$ cat config.mk
export PLATFORM = sky130hd
export DESIGN_NAME = snax_csr_manager_flat
export DESIGN_NICKNAME = d
export VERILOG_FILES = /design/src/rtl/snax_csr_pkg.sv /design/src/rtl/snax_csr_manager_if.sv /design/src/rtl/snax_csr_rsp_buffer.sv /design/src/rtl/snax_csr_manager.sv /design/src/flat_wrapper.sv
export SDC_FILE = /design/constraint.sdc
export NUM_CORES = 1
export LEC_CHECK = 0
export ABC_AREA = 1
export BUFFER_PORTS_ARGS = -buffer_cell sky130_fd_sc_hd__buf_2
export CAP_MARGIN = 20
export CORE_MARGIN = 1
export CORE_UTILIZATION = 45
export DETAILED_ROUTE_END_ITERATION = 6
export HOLD_SLACK_MARGIN = 0.15
export PLACE_DENSITY = 0.73
export SYNTH_ARGS = -nofsm -noshare
export SYNTH_HDL_FRONTEND = slang
export SYNTH_SLANG_ARGS = --single-unit
$ cat constraint.sdc
create_clock -name clk_i -period 2.3 [get_ports clk_i]
set_input_delay 0.23 -clock clk_i [delete_from_list [all_inputs] [get_ports clk_i]]
set_output_delay 0.23 -clock clk_i [all_outputs]
set_load 0.01 [all_outputs]
$ cat src/rtl/snax_csr_pkg.sv
// Shared types for the SNAX CSR manager: request/response payloads and launch FSM states.
package snax_csr_pkg;

    localparam int unsigned CsrWidth = 32;

    typedef struct packed {
        logic [CsrWidth-1:0] data;
        logic [CsrWidth-1:0] addr;
        logic                write;
    } csr_req_t;

    typedef struct packed {
        logic [CsrWidth-1:0] data;
    } csr_rsp_t;

    typedef enum logic {
        IDLE,
        PEND
    } launch_state_e;

endpackage

$ cat src/rtl/snax_csr_manager_if.sv
// CSR request/response stream between the interface translator (master) and the CSR manager (slave).
interface snax_csr_manager_if;
    import snax_csr_pkg::*;

    csr_req_t req;
    logic     req_valid;
    logic     req_ready;
    csr_rsp_t rsp;
    logic     rsp_valid;
    logic     rsp_ready;

    modport master (
        output req, req_valid, rsp_ready,
        input  req_ready, rsp, rsp_valid
    );

    modport slave (
        input  req, req_valid, rsp_ready,
        output req_ready, rsp, rsp_valid
    );

endinterface

$ cat src/rtl/snax_csr_rsp_buffer.sv
// One-entry response register: loads read data on accept, holds it until the consumer takes it.
module snax_csr_rsp_buffer
    import snax_csr_pkg::*;
(
    input  logic     clk_i,
    input  logic     rst_i,
    input  logic     in_valid_i,
    input  csr_rsp_t in_rsp_i,
    output logic     in_ready_o,
    output logic     out_valid_o,
    input  logic     out_ready_i,
    output csr_rsp_t out_rsp_o
);

    logic     valid_q, valid_d;
    csr_rsp_t rsp_q, rsp_d;

    // Drain and refill may happen in the same cycle.
    assign in_ready_o  = !valid_q || out_ready_i;
    assign out_valid_o = valid_q;
    assign out_rsp_o   = rsp_q;

    always_comb begin
        valid_d = valid_q;
        rsp_d   = rsp_q;
        if (out_ready_i) begin
            valid_d = 1'b0;
        end
        if (in_valid_i && in_ready_o) begin
            valid_d = 1'b1;
            rsp_d   = in_rsp_i;
        end
    end

    always_ff @(posedge clk_i) begin
        if (rst_i) begin
            valid_q <= 1'b0;
            rsp_q   <= '0;
        end else begin
            valid_q <= valid_d;
            rsp_q   <= rsp_d;
        end
    end

endmodule

$ cat src/rtl/snax_csr_manager.sv
// CSR manager: RW config register file, RO status readback, write lock and accelerator launch handshake.
module snax_csr_manager
    import snax_csr_pkg::*;
#(
    parameter int unsigned NumRwCsr  = 8,
    parameter int unsigned NumRoCsr  = 2,
    parameter int unsigned StartAddr = NumRwCsr + NumRoCsr
) (
    input  logic                         clk_i,
    input  logic                         rst_i,
    snax_csr_manager_if.slave            csr_if,
    output logic [CsrWidth*NumRwCsr-1:0] csr_reg_set_o,
    output logic                         csr_reg_set_valid_o,
    input  logic                         csr_reg_set_ready_i,
    input  logic [CsrWidth*NumRoCsr-1:0] csr_reg_ro_set_i,
    input  logic                         acc_busy_i
);

    logic [CsrWidth-1:0] regs_q [NumRwCsr];
    logic [CsrWidth-1:0] regs_d [NumRwCsr];
    launch_state_e       state_q, state_d;

    logic     set_valid, lock;
    logic     is_rw, is_ro, is_start;
    logic     buf_in_ready, rd_acc, wr_acc;
    csr_rsp_t rd_rsp;

    assign set_valid = (state_q == PEND);
    assign lock      = set_valid || acc_busy_i;

    assign is_rw    = csr_if.req.addr < CsrWidth'(NumRwCsr);
    assign is_start = !is_rw && (csr_if.req.addr == CsrWidth'(StartAddr));
    assign is_ro    = !is_rw && !is_start && (csr_if.req.addr < CsrWidth'(NumRwCsr + NumRoCsr));

    // Writes that change config or launch stall under lock; reads only wait on the response slot.
    always_comb begin
        if (csr_if.req.write) begin
            csr_if.req_ready = !((is_rw || is_start) && lock);
        end else begin
            csr_if.req_ready = buf_in_ready;
        end
    end

    assign wr_acc = csr_if.req_valid && csr_if.req.write && csr_if.req_ready;
    assign rd_acc = csr_if.req_valid && !csr_if.req.write && buf_in_ready;

    // Read data mux, captured by the response buffer in the accept cycle.
    always_comb begin
        rd_rsp.data = '0;
        if (is_rw) begin
            for (int unsigned k = 0; k < NumRwCsr; k++) begin
                if (csr_if.req.addr == CsrWidth'(k)) begin
                    rd_rsp.data = regs_q[k];
                end
            end
        end else if (is_start) begin
            rd_rsp.data = {30'b0, acc_busy_i, set_valid};
        end else if (is_ro) begin
            for (int unsigned k = 0; k < NumRoCsr; k++) begin
                if (csr_if.req.addr == CsrWidth'(NumRwCsr + k)) begin
                    rd_rsp.data = csr_reg_ro_set_i[k*CsrWidth +: CsrWidth];
                end
            end
        end
    end

    snax_csr_rsp_buffer u_rsp_buffer (
        .clk_i       (clk_i),
        .rst_i       (rst_i),
        .in_valid_i  (rd_acc),
        .in_rsp_i    (rd_rsp),
        .in_ready_o  (buf_in_ready),
        .out_valid_o (csr_if.rsp_valid),
        .out_ready_i (csr_if.rsp_ready),
        .out_rsp_o   (csr_if.rsp)
    );

    always_comb begin
        regs_d = regs_q;
        if (wr_acc && is_rw) begin
            for (int unsigned k = 0; k < NumRwCsr; k++) begin
                if (csr_if.req.addr == CsrWidth'(k)) begin
                    regs_d[k] = csr_if.req.data;
                end
            end
        end
    end

    always_comb begin
        for (int unsigned k = 0; k < NumRwCsr; k++) begin
            csr_reg_set_o[k*CsrWidth +: CsrWidth] = regs_q[k];
        end
    end

    // Launch FSM: PEND holds the launch request until the accelerator takes it.
    always_comb begin
        state_d = state_q;
        case (state_q)
            IDLE: if (wr_acc && is_start) state_d = PEND;
            PEND: if (csr_reg_set_ready_i) state_d = IDLE;
            default: state_d = IDLE;
        endcase
    end

    assign csr_reg_set_valid_o = set_valid;

    always_ff @(posedge clk_i) begin
        if (rst_i) begin
            state_q <= IDLE;
            for (int unsigned k = 0; k < NumRwCsr; k++) begin
                regs_q[k] <= '0;
            end
        end else begin
            state_q <= state_d;
            regs_q  <= regs_d;
        end
    end

endmodule

$ cat src/flat_wrapper.sv
// flat-port wrapper written by rule: the top's interface ports become plain ports
module snax_csr_manager_flat import snax_csr_pkg::*;
#(
    parameter int unsigned NumRwCsr  = 8,
    parameter int unsigned NumRoCsr  = 2,
    parameter int unsigned StartAddr = NumRwCsr + NumRoCsr
)
  (clk_i, rst_i, csr_reg_set_o, csr_reg_set_valid_o, csr_reg_set_ready_i, csr_reg_ro_set_i, acc_busy_i, csr_if_req, csr_if_req_valid, csr_if_rsp_ready, csr_if_req_ready, csr_if_rsp, csr_if_rsp_valid);
  snax_csr_manager_if csr_if_i ();
  input  logic clk_i;
  input  logic rst_i;
  output logic [CsrWidth*NumRwCsr-1:0] csr_reg_set_o;
  output logic csr_reg_set_valid_o;
  input  logic csr_reg_set_ready_i;
  input  logic [CsrWidth*NumRoCsr-1:0] csr_reg_ro_set_i;
  input  logic acc_busy_i;
  input wire logic [$bits(csr_if_i.req)-1:0] csr_if_req;
  input wire logic [$bits(csr_if_i.req_valid)-1:0] csr_if_req_valid;
  input wire logic [$bits(csr_if_i.rsp_ready)-1:0] csr_if_rsp_ready;
  output wire logic [$bits(csr_if_i.req_ready)-1:0] csr_if_req_ready;
  output wire logic [$bits(csr_if_i.rsp)-1:0] csr_if_rsp;
  output wire logic [$bits(csr_if_i.rsp_valid)-1:0] csr_if_rsp_valid;
  assign csr_if_i.req = csr_if_req;
  assign csr_if_i.req_valid = csr_if_req_valid;
  assign csr_if_i.rsp_ready = csr_if_rsp_ready;
  assign csr_if_req_ready = csr_if_i.req_ready;
  assign csr_if_rsp = csr_if_i.rsp;
  assign csr_if_rsp_valid = csr_if_i.rsp_valid;
  snax_csr_manager #(.NumRwCsr(NumRwCsr), .NumRoCsr(NumRoCsr), .StartAddr(StartAddr)) u_core (.clk_i(clk_i), .rst_i(rst_i), .csr_if(csr_if_i), .csr_reg_set_o(csr_reg_set_o), .csr_reg_set_valid_o(csr_reg_set_valid_o), .csr_reg_set_ready_i(csr_reg_set_ready_i), .csr_reg_ro_set_i(csr_reg_ro_set_i), .acc_busy_i(acc_busy_i));
endmodule
==> qor.txt, run 1 <==
die height -> 181 um
vias in the first global route -> 15700
CTS max path bufs -> 3
HP Start -> csr_reg_ro_set_i[3]
Worst Skew -> 9.37 ps
final setup fails -> 0
register area -> 5810 um2
maximum VDD drop -> 555 uV
PortBufs -> 425
number of I/O pins -> 426
clk root buf -> clkbuf_16
Final WS setup -> 144 ps
post-synth top area cell -> dfxtp_1
worst skew pair latency -> 500 ps
first drt pass iteration count -> 6
post-route minimum period -> 2160 ps
Rel. slew slack -> 45.8%
Syn-to-layout area delta -> 33.1%
FF-to-FF Start -> u_core.u_rsp_buffer.out_valid_o$_SDFFE_PP0P_
setup total negative slack -> 0 ps
initial DRC count -> 1408
DRC -> 0
cts bufs inserted -> 35
total global-route track usage -> 33.4%
slowest cell delay on critical path -> 620 ps
ys async rst share -> 0%
CP Launch Point -> u_core.u_rsp_buffer.out_valid_o$_SDFFE_PP0P_
die area -> 32600 um2
H-Tree Depth -> 2
Fillers -> 3086
nature of the critical path startpoint -> flip-flop
Final Hold Viols -> 0
Synth area leaders -> dfxtp_1 (40%), nand2_1 (22%), nor2_1 (17%), nand3_1 (3.4%), inv_1 (3.1%)
largest net degree at the start of global routing -> 74
WL final -> 56.0 mm
PD cells -> 582 nW/um2
Main synth FF type -> dfxtp_1
Rows -> 65
Mapped Area -> 14400 um2
vias per cell -> 5.14
Synth Area in Adders -> 0%
fin nets -> 2974
Setup Slack @ Placement -> -105 ps
Crit path max-delay family -> compound AO/OA/AOI/OAI gates
global-route wire length before repair -> 85.8 mm
Synth Warn # -> 0
Max Cap Violations -> 0
maximum clock frequency -> 464 MHz
critical path required time -> 2660 ps
worst slew pin tran -> 811 ps
Die X -> 181 um
post-route ant nets -> 0
FF+latch count, synth -> 290
CP Class -> flip-flop to flip-flop
Total Power -> 11.1 mW
Unique masters post-synth -> 28
Tcrit/Tclk final -> 93.7%
compound-cell area share of the yosys netlist -> 7.21%
multiplexer area fraction after synthesis -> 0%
xor/xnor share of the synthesized area -> 0%
TritonCTS clock tree -> done
Core Util, Final -> 60.8%
global route overflow -> 0
Crit path arrival time -> 2510 ps
Max Fanout on Critical Path -> 11
mean post-synth cell area -> 6.09 um2
Synth Area in Simple Gates -> 44.9%
largest family of logic cells by synthesized area -> simple AND/OR/NAND/NOR gates
Worst Hold Class -> primary input to flip-flop
via count -> 16800
core area -> 31500 um2
syn_nets -> 2494
routability cong. -> 0.949
top-area cell type share of the netlist area -> 40.4%
Worst setup EP type -> flip-flop
Clock Sinks -> 290
Initial Util -> 45.6%
WP buf/inv -> 3
Lkg Pwr -> 9.59 nW
RSZ-0062 raised after global routing -> false
initial antenna violation count -> 0
slowest CP cell -> a221oi_1
multi-input logic area -> 7500 um2
Post-synth EDFFs -> 0
Worst-path clk slew -> 60 ps
top-count cell post-synth -> nand2_1
outcome -> complete, no violations
hpwl dp -> 41.6 mm
post-synthesis sequential area ratio -> 40.4%
max-slew violations -> 0
CP Cell Sequence -> inv_1, nor2_1, nor3_4, buf_4, clkinvlp_2, a221oi_1, a21oi_1
share of layout cells above drive strength 1 -> 21.6%
Syn Inst Count -> 2359
top post-synthesis cells by count -> nand2_1 (831), nor2_1 (661), dfxtp_1 (290), inv_1 (117), nand3_1 (99)
DR WL/cell -> 17.2 um
==> layer usage <==
metal / wire (um) / GRT usage, %
met5: 0 / 0
met4: 2580 / 16.1
met3: 4200 / 6.63
met2: 27600 / 59.7
met1: 21600 / 37.8
==> sequential cells by signal, summed over array words and instances (netlist names) <==
name,cells
u_core.csr_reg_set_o,256
u_core.u_rsp_buffer.out_rsp_o,32
u_core.csr_reg_set_valid_o,1
u_core.u_rsp_buffer.out_valid_o,1
==> what timing repair did <==
action                                  in CTS  in global routing
gates resized for setup                      0                  2
endpoints found under the hold margin       29                  0
buffers inserted                             0                  2
endpoints found under the setup margin       0                 12
hold buffers                                43                  0
==> cell usage in the layout, fill, tap and decap left out, types with 2 or more instances in the layout <==
cell type / n
o21bai_1: 15
o21ai_1: 7
nor3_1: 5
nand4_1: 12
o21ai_0: 66
buf_12: 30
clkbuf_1: 10
clkinv_2: 3
clkinvlp_4: 2
clkbuf_16: 37
a22o_1: 12
buf_4: 75
a21oi_1: 63
dlygate4sd3_1: 43
nand2_1: 831
clkbuf_8: 6
inv_2: 8
nand3_1: 99
nand2_2: 4
buf_2: 425
dfxtp_1: 290
nor2_1: 657
nor2_2: 5
inv_1: 116
a221oi_1: 14
nor2_4: 15
==> worst paths after layout <==
| kind | end | slack (ps) | depth (start not counted) |
|---|---|---|---|
| hold reg to reg | u_core.u_rsp_buffer.out_rsp_o[24]$_SDFFE_PP0P_ | 470 | 2 |
| setup reg to reg | u_core.u_rsp_buffer.out_rsp_o[21]$_SDFFE_PP0P_ | 140 | 7 |
| setup / recovery | u_core.u_rsp_buffer.out_rsp_o[21]$_SDFFE_PP0P_ | 140 | 7 |
| hold / removal | u_core.u_rsp_buffer.out_rsp_o[3]$_SDFFE_PP0P_ | 160 | 4 |
==> report_power, final <==
part / total [mW] / internal, mW / switching, mW
Sequential: 5.07 / 5.05 / 0.0159
Combinational: 0.711 / 0.274 / 0.437
Clock: 5.35 / 3.23 / 2.12
Total: 11.1 / 8.56 / 2.58
==> layout make-up <==
| class | count | share of cell area (%) |
|---|---|---|
| Multi-Input combinational cell | 1811 | 39.2 |
| Clock inverter | 5 | 0.275 |
| Inverter | 127 | 2.55 |
| Timing Repair Buffer | 573 | 19.5 |
| Antenna cell | 1 | 0.0131 |
| Sequential cell | 290 | 30.4 |
| Clock buffer | 53 | 5.47 |
| Timing Repair inverter | 1 | 0.0262 |
| Tap cell | 402 | 2.63 |
==> cell families (layout without fill, tap and decap cells) <==
logic type / after synthesis / after routing
AOI/OAI and AO/OA: 179 / 179
buffers and inverters: 258 / 759
DFF: 290 / 290
other: 0 / 1
and+or+nand+nor: 1632 / 1632
==> through the flow <==
stage	cells	hold slack, ps	area [um2]
4_1_cts	3259	150	19100
6_report	3263	159	19100
3_5_place_dp	3158	461	17500
2_1_floorplan	2359	378	14400
5_1_grt	3262	166	19100
3_3_place_gp	3158	456	17500
==> tightest hold or removal path, delay by kind of cell <==
kind	cells	cell delay (ps)
buffers and inverters	1	80
AOI/OAI and AO/OA	3	310
Note: power is estimated with default switching activity, not from simulation.
==> run 2: changes to the inputs <==
- GPL_TIMING_DRIVEN: default -> 0
- PLACE_DENSITY: 0.73 -> 0.76
- clock period: 2.3 -> 1.9 ns (I/O delays scaled with it)
==> run 2 against run 1 <==
Combinational power up 28%; die area is the same; count of clock-buffer cells in the layout down 5; wire length rose by 9.7%; worst setup slack lost 130 ps; critical endpoint is now u_core.csr_reg_set_o[178]$_SDFFE_PP0P_.
==> qor.txt, run 2 (synthesis gave the netlist of run 1 again) <==
non-filler cells in the finished layout -> 3331
vias per cell -> 5.26
RSZ-0062 raised after global routing -> true
WL final -> 61.4 mm
die height -> 181 um
die area -> 32600 um2
Crit path arrival time -> 2290 ps
PD cells -> 715 nW/um2
initial antenna violation count -> 2
Cells after DPL -> 3186
initial DRC count -> 1675
global-route wire length before repair -> 91.1 mm
Worst Skew -> 20.8 ps
CP Cell Sequence -> buf_2, nor2_2, nand2_2, inv_4, nand2_8, nor2_4, nand3_4, nand2_2, o21ai_2, nand2_2, nor2_4, nand2_8, buf_12, nor2_4, clkbuf_16, nand2_2, nand2_1, nor2_1
CTS max path bufs -> 3
max-slew violations -> 0
nature of the critical path startpoint -> primary input
Crit path max-delay family -> simple AND/OR/NAND/NOR gates
Fillers -> 3001
global route overflow -> 0
Worst setup EP type -> flip-flop
Worst Hold Class -> primary input to flip-flop
total global-route track usage -> 36.3%
register area -> 5810 um2
final instance area -> 19500 um2
H-Tree Depth -> 2
maximum clock frequency -> 530 MHz
Rel. slew slack -> 47.7%
slowest cell delay on critical path -> 290 ps
largest net degree at the start of global routing -> 14
DP Area -> 17000 um2
via count -> 17500
final setup fails -> 0
Lkg Pwr -> 9.80 nW
multi-input logic area -> 7760 um2
max FFs per register -> 256
cts bufs inserted -> 34
CP Class -> primary input to flip-flop
slowest CP cell -> nor2_4
fin nets -> 3041
Die X -> 181 um
PortBufs -> 425
Max Fanout on Critical Path -> 8
number of I/O pins -> 426
core area -> 31500 um2
share of layout cells above drive strength 1 -> 24.0%
Rows -> 65
outcome -> complete, no violations
clk root buf -> clkbuf_16
post-route ant nets -> 0
critical path required time -> 2310 ps
Clock Sinks -> 290
Tcrit/Tclk final -> 99.4%
first drt pass iteration count -> 7
most common cell after layout, fill and taps aside -> nand2_1
routability cong. -> 0.948
Hold Slack -> 153 ps
Final Hold Viols -> 0
hpwl dp -> 47.2 mm
Worst-path clk slew -> 60 ps
Syn-to-layout area delta -> 35.5%
DRC -> 0
Initial Util -> 45.6%
post-route minimum period -> 1890 ps
Max Cap Violations -> 0
Most common cell on crit path -> nand2_2
worst slew pin tran -> 784 ps
vias in the first global route -> 16000
maximum VDD drop -> 496 uV
TritonCTS clock tree -> done
most frequent cells in the layout -> nand2_1 (809), nor2_1 (630), buf_2 (453)
Core Util, Final -> 61.9%
Total Power -> 13.9 mW
WP buf/inv -> 4
worst skew pair latency -> 520 ps
DR WL/cell -> 18.4 um
run 2: area by class of cell:
cell class | count | share of cell area (%)
Antenna cell | 2 | 0.0257
Buffer | 131 | 4.10
Clock buffer | 48 | 5.16
Clock inverter | 9 | 0.765
Inverter | 127 | 2.54
Multi-Input combinational cell | 1811 | 39.9
Sequential cell | 290 | 29.8
Tap cell | 402 | 2.58
Timing Repair Buffer | 511 | 15.1
run 2: routing by layer:
metal  global-route usage, %  routed length [um]  vias to the layer above
li1                        -                   -                     8364
met1                    45.4               24400                     7998
met2                    58.1               27600                      912
met3                    8.02                6010                      231
met4                    19.4                3460                        0
met5                       0                   0                        -
run 2: what timing repair did:
| item | in CTS | in global routing |
|---|---|---|
| hold buffers | 56 | 0 |
| pin swaps | 4 | 33 |
| setup buffers | 3 | 25 |
| endpoints found under the setup margin | 174 | 276 |
| gates resized for setup | 40 | 186 |
| cloned | 0 | 2 |
| hold endpoints to repair | 29 | 0 |
run 2: worst register-to-register path, stage by stage (launching register included):
cell and delay, ps:
dfxtp_2 340, o21ai_2 160, nand2_2 90, nor2_4 190, nand2_8 120, buf_12 180, nor2_4 290, clkbuf_16 230
nand2_2 40, nand2_1 70, nor2_1 60
run 2: path summary, 6_finish.rpt:
check	start	end	slack, ps	cells past startpoint
max	csr_if_req[10]	u_core.csr_reg_set_o[178]$_SDFFE_PP0P_	10	18
min	csr_if_req[39]	u_core.csr_reg_set_o[38]$_SDFFE_PP0P_	150	5
max reg2reg	u_core.csr_reg_set_valid_o$_SDFF_PP0_	u_core.csr_reg_set_o[178]$_SDFFE_PP0P_	30	10
min reg2reg	u_core.u_rsp_buffer.out_rsp_o[30]$_SDFFE_PP0P_	u_core.u_rsp_buffer.out_rsp_o[30]$_SDFFE_PP0P_	470	2
run 2: where the power goes:
group | internal (mW) | switching, mW
combinational | 0.336 | 0.572
clock | 4.21 | 2.66
sequential | 6.11 | 0.0187
total | 10.7 | 3.25
run 2: stage by stage:
stage	TNS [ps]	setup WS [ps]
2_1_floorplan	0	62.5
3_3_place_gp	-145130	-789
3_5_place_dp	-152440	-795
4_1_cts	-652	-32.5
5_1_grt	-2460	-69.2
6_report	0	11.8
==> run 3: changes to the inputs <==
- CORE_MARGIN: 1 -> default
- PLACE_DENSITY: 0.76 -> 0.73
- clock period: 1.9 -> 2.1 ns (I/O delays scaled with it)
==> run 3 against run 2 <==
Via count shrank 2.6%; power shrank 11%; worst setup slack gained 42 ps.
==> qor.txt, run 3 (synthesis gave the netlist of run 1 again) <==
Syn-to-layout area delta -> 30.5%
vias in the first global route -> 15400
hpwl dp -> 47.1 mm
Crit path arrival time -> 2490 ps
Antenna Cells -> 0
Setup Slack @ Placement -> -583 ps
number of I/O pins -> 426
initial antenna violation count -> 0
non-filler cells in the finished layout -> 3294
fin nets -> 3006
first drt pass iteration count -> 5
Die X -> 181 um
Final Hold Viols -> 0
most common cell after layout, fill and taps aside -> nand2_1
final setup fails -> 0
H-Tree Depth -> 2
global-route wire length before repair -> 89.0 mm
PortBufs -> 425
Rows -> 65
post-route ant nets -> 0
via count -> 17000
DP Area -> 17000 um2
max-slew violations -> 0
slowest cell delay on critical path -> 790 ps
WL final -> 59.8 mm
RSZ-0062 raised after global routing -> true
final instance area -> 18700 um2
initial DRC count -> 1560
Core Util, Final -> 59.6%
clk root buf -> clkbuf_16
Max Fanout on Critical Path -> 9
WP buf/inv -> 2
Max Cap Violations -> 0
CP Class -> primary input to flip-flop
Initial Util -> 45.6%
die area -> 32600 um2
CTS max path bufs -> 3
Rel. slew slack -> 36.0%
max FFs per register -> 256
cts bufs inserted -> 34
most frequent cells in the layout -> nand2_1 (828), nor2_1 (650), buf_2 (479)
TritonCTS clock tree -> done
DR WL/cell -> 18.2 um
Tcrit/Tclk final -> 97.4%
Clock Sinks -> 290
total global-route track usage -> 35.5%
CP Cell Sequence -> buf_2, inv_1, nand2_1, nor2_2, nand3_1, nor3_1, nand2_1, nand4_1, nor2_1, nand3_1, nand2_1, a21oi_1
Cells after DPL -> 3186
share of layout cells above drive strength 1 -> 21.1%
Fillers -> 3181
Lkg Pwr -> 9.45 nW
routability cong. -> 0.963
die height -> 181 um
Worst Skew -> 9.72 ps
Total Power -> 12.4 mW
Crit path max-delay family -> simple AND/OR/NAND/NOR gates
slowest CP cell -> nor3_1
post-route minimum period -> 2050 ps
setup total negative slack -> 0 ps
Worst Hold Class -> primary input to flip-flop
maximum VDD drop -> 582 uV
nature of the critical path startpoint -> primary input
PD cells -> 659 nW/um2
vias per cell -> 5.17
worst skew pair latency -> 510 ps
outcome -> complete, no violations
largest net degree at the start of global routing -> 13
Most common cell on crit path -> nand2_1
Final WS setup -> 53.7 ps
worst slew pin tran -> 953 ps
Worst setup EP type -> flip-flop
Worst-path clk slew -> 60 ps
critical path required time -> 2540 ps
maximum clock frequency -> 489 MHz
global route overflow -> 0
core area -> 31500 um2
DRC -> 0
Hold Slack -> 162 ps
==> run 3: cell types whose count changed in the layout (fill, tap and decap cells not counted), sizes merged <==
cell         change
clkinv           -1
diode            -2
clkinvlp         -1
bufinv           -2
inv              +1
buf             -29
dlygate4sd3      -7
clkbuf           +4
==> run 3: cell type report <==
cell class | count | area [um2] | share of cell area, %
clock inverters | 6 | 83.8 | 0.447
flip-flops and latches | 290 | 5810 | 31.0
plain buffers | 131 | 648 | 3.46
repair buffers | 476 | 2630 | 14.0
multi-input cells | 1811 | 7560 | 40.3
well taps | 402 | 503 | 2.68
clock buffers | 51 | 1040 | 5.53
inverters | 127 | 483 | 2.58
==> run 3: worst paths after layout <==
check / start / end / slack [ps] / cells past startpoint
max: csr_if_req[5] / u_core.u_rsp_buffer.out_rsp_o[1]$_SDFFE_PP0P_ / 50 / 12
min: csr_reg_ro_set_i[19] / u_core.u_rsp_buffer.out_rsp_o[19]$_SDFFE_PP0P_ / 160 / 4
max reg2reg: u_core.u_rsp_buffer.out_valid_o$_SDFFE_PP0P_ / u_core.u_rsp_buffer.out_rsp_o[28]$_SDFFE_PP0P_ / 200 / 9
min reg2reg: u_core.u_rsp_buffer.out_rsp_o[24]$_SDFFE_PP0P_ / u_core.u_rsp_buffer.out_rsp_o[24]$_SDFFE_PP0P_ / 470 / 2
==> run 3: metal layers <==
| layer | vias to the layer above | wire, um | GRT usage, % |
|---|---|---|---|
| met5 | - | 0 | 0 |
| met4 | 0 | 3020 | 17.4 |
| met3 | 185 | 5180 | 7.19 |
| met2 | 822 | 26800 | 57.2 |
| met1 | 7765 | 24800 | 45.2 |
| li1 | 8271 | - | - |
==> run 3: report_power, final <==
part | switching (mW) | internal, mW
sequential | 0.0153 | 5.53
combinational | 0.504 | 0.293
clock | 2.37 | 3.64
total | 2.89 | 9.46
==> run 3: timing repair <==
action,in CTS,in global routing
pin swaps,0,1
resized for setup,3,64
buffers inserted,0,2
gates cloned,0,0
endpoints found under the setup margin,19,186
hold buffers,49,0
endpoints found under the hold margin,26,0
==> run 3: worst register-to-register path: cells and delay by family, from the launching register on <==
family	cells	cell delay, ps
AO/OA/AOI/OAI	1	350
buffers and inverters	4	570
flip-flops	1	310
AND/OR/NAND/NOR	4	570
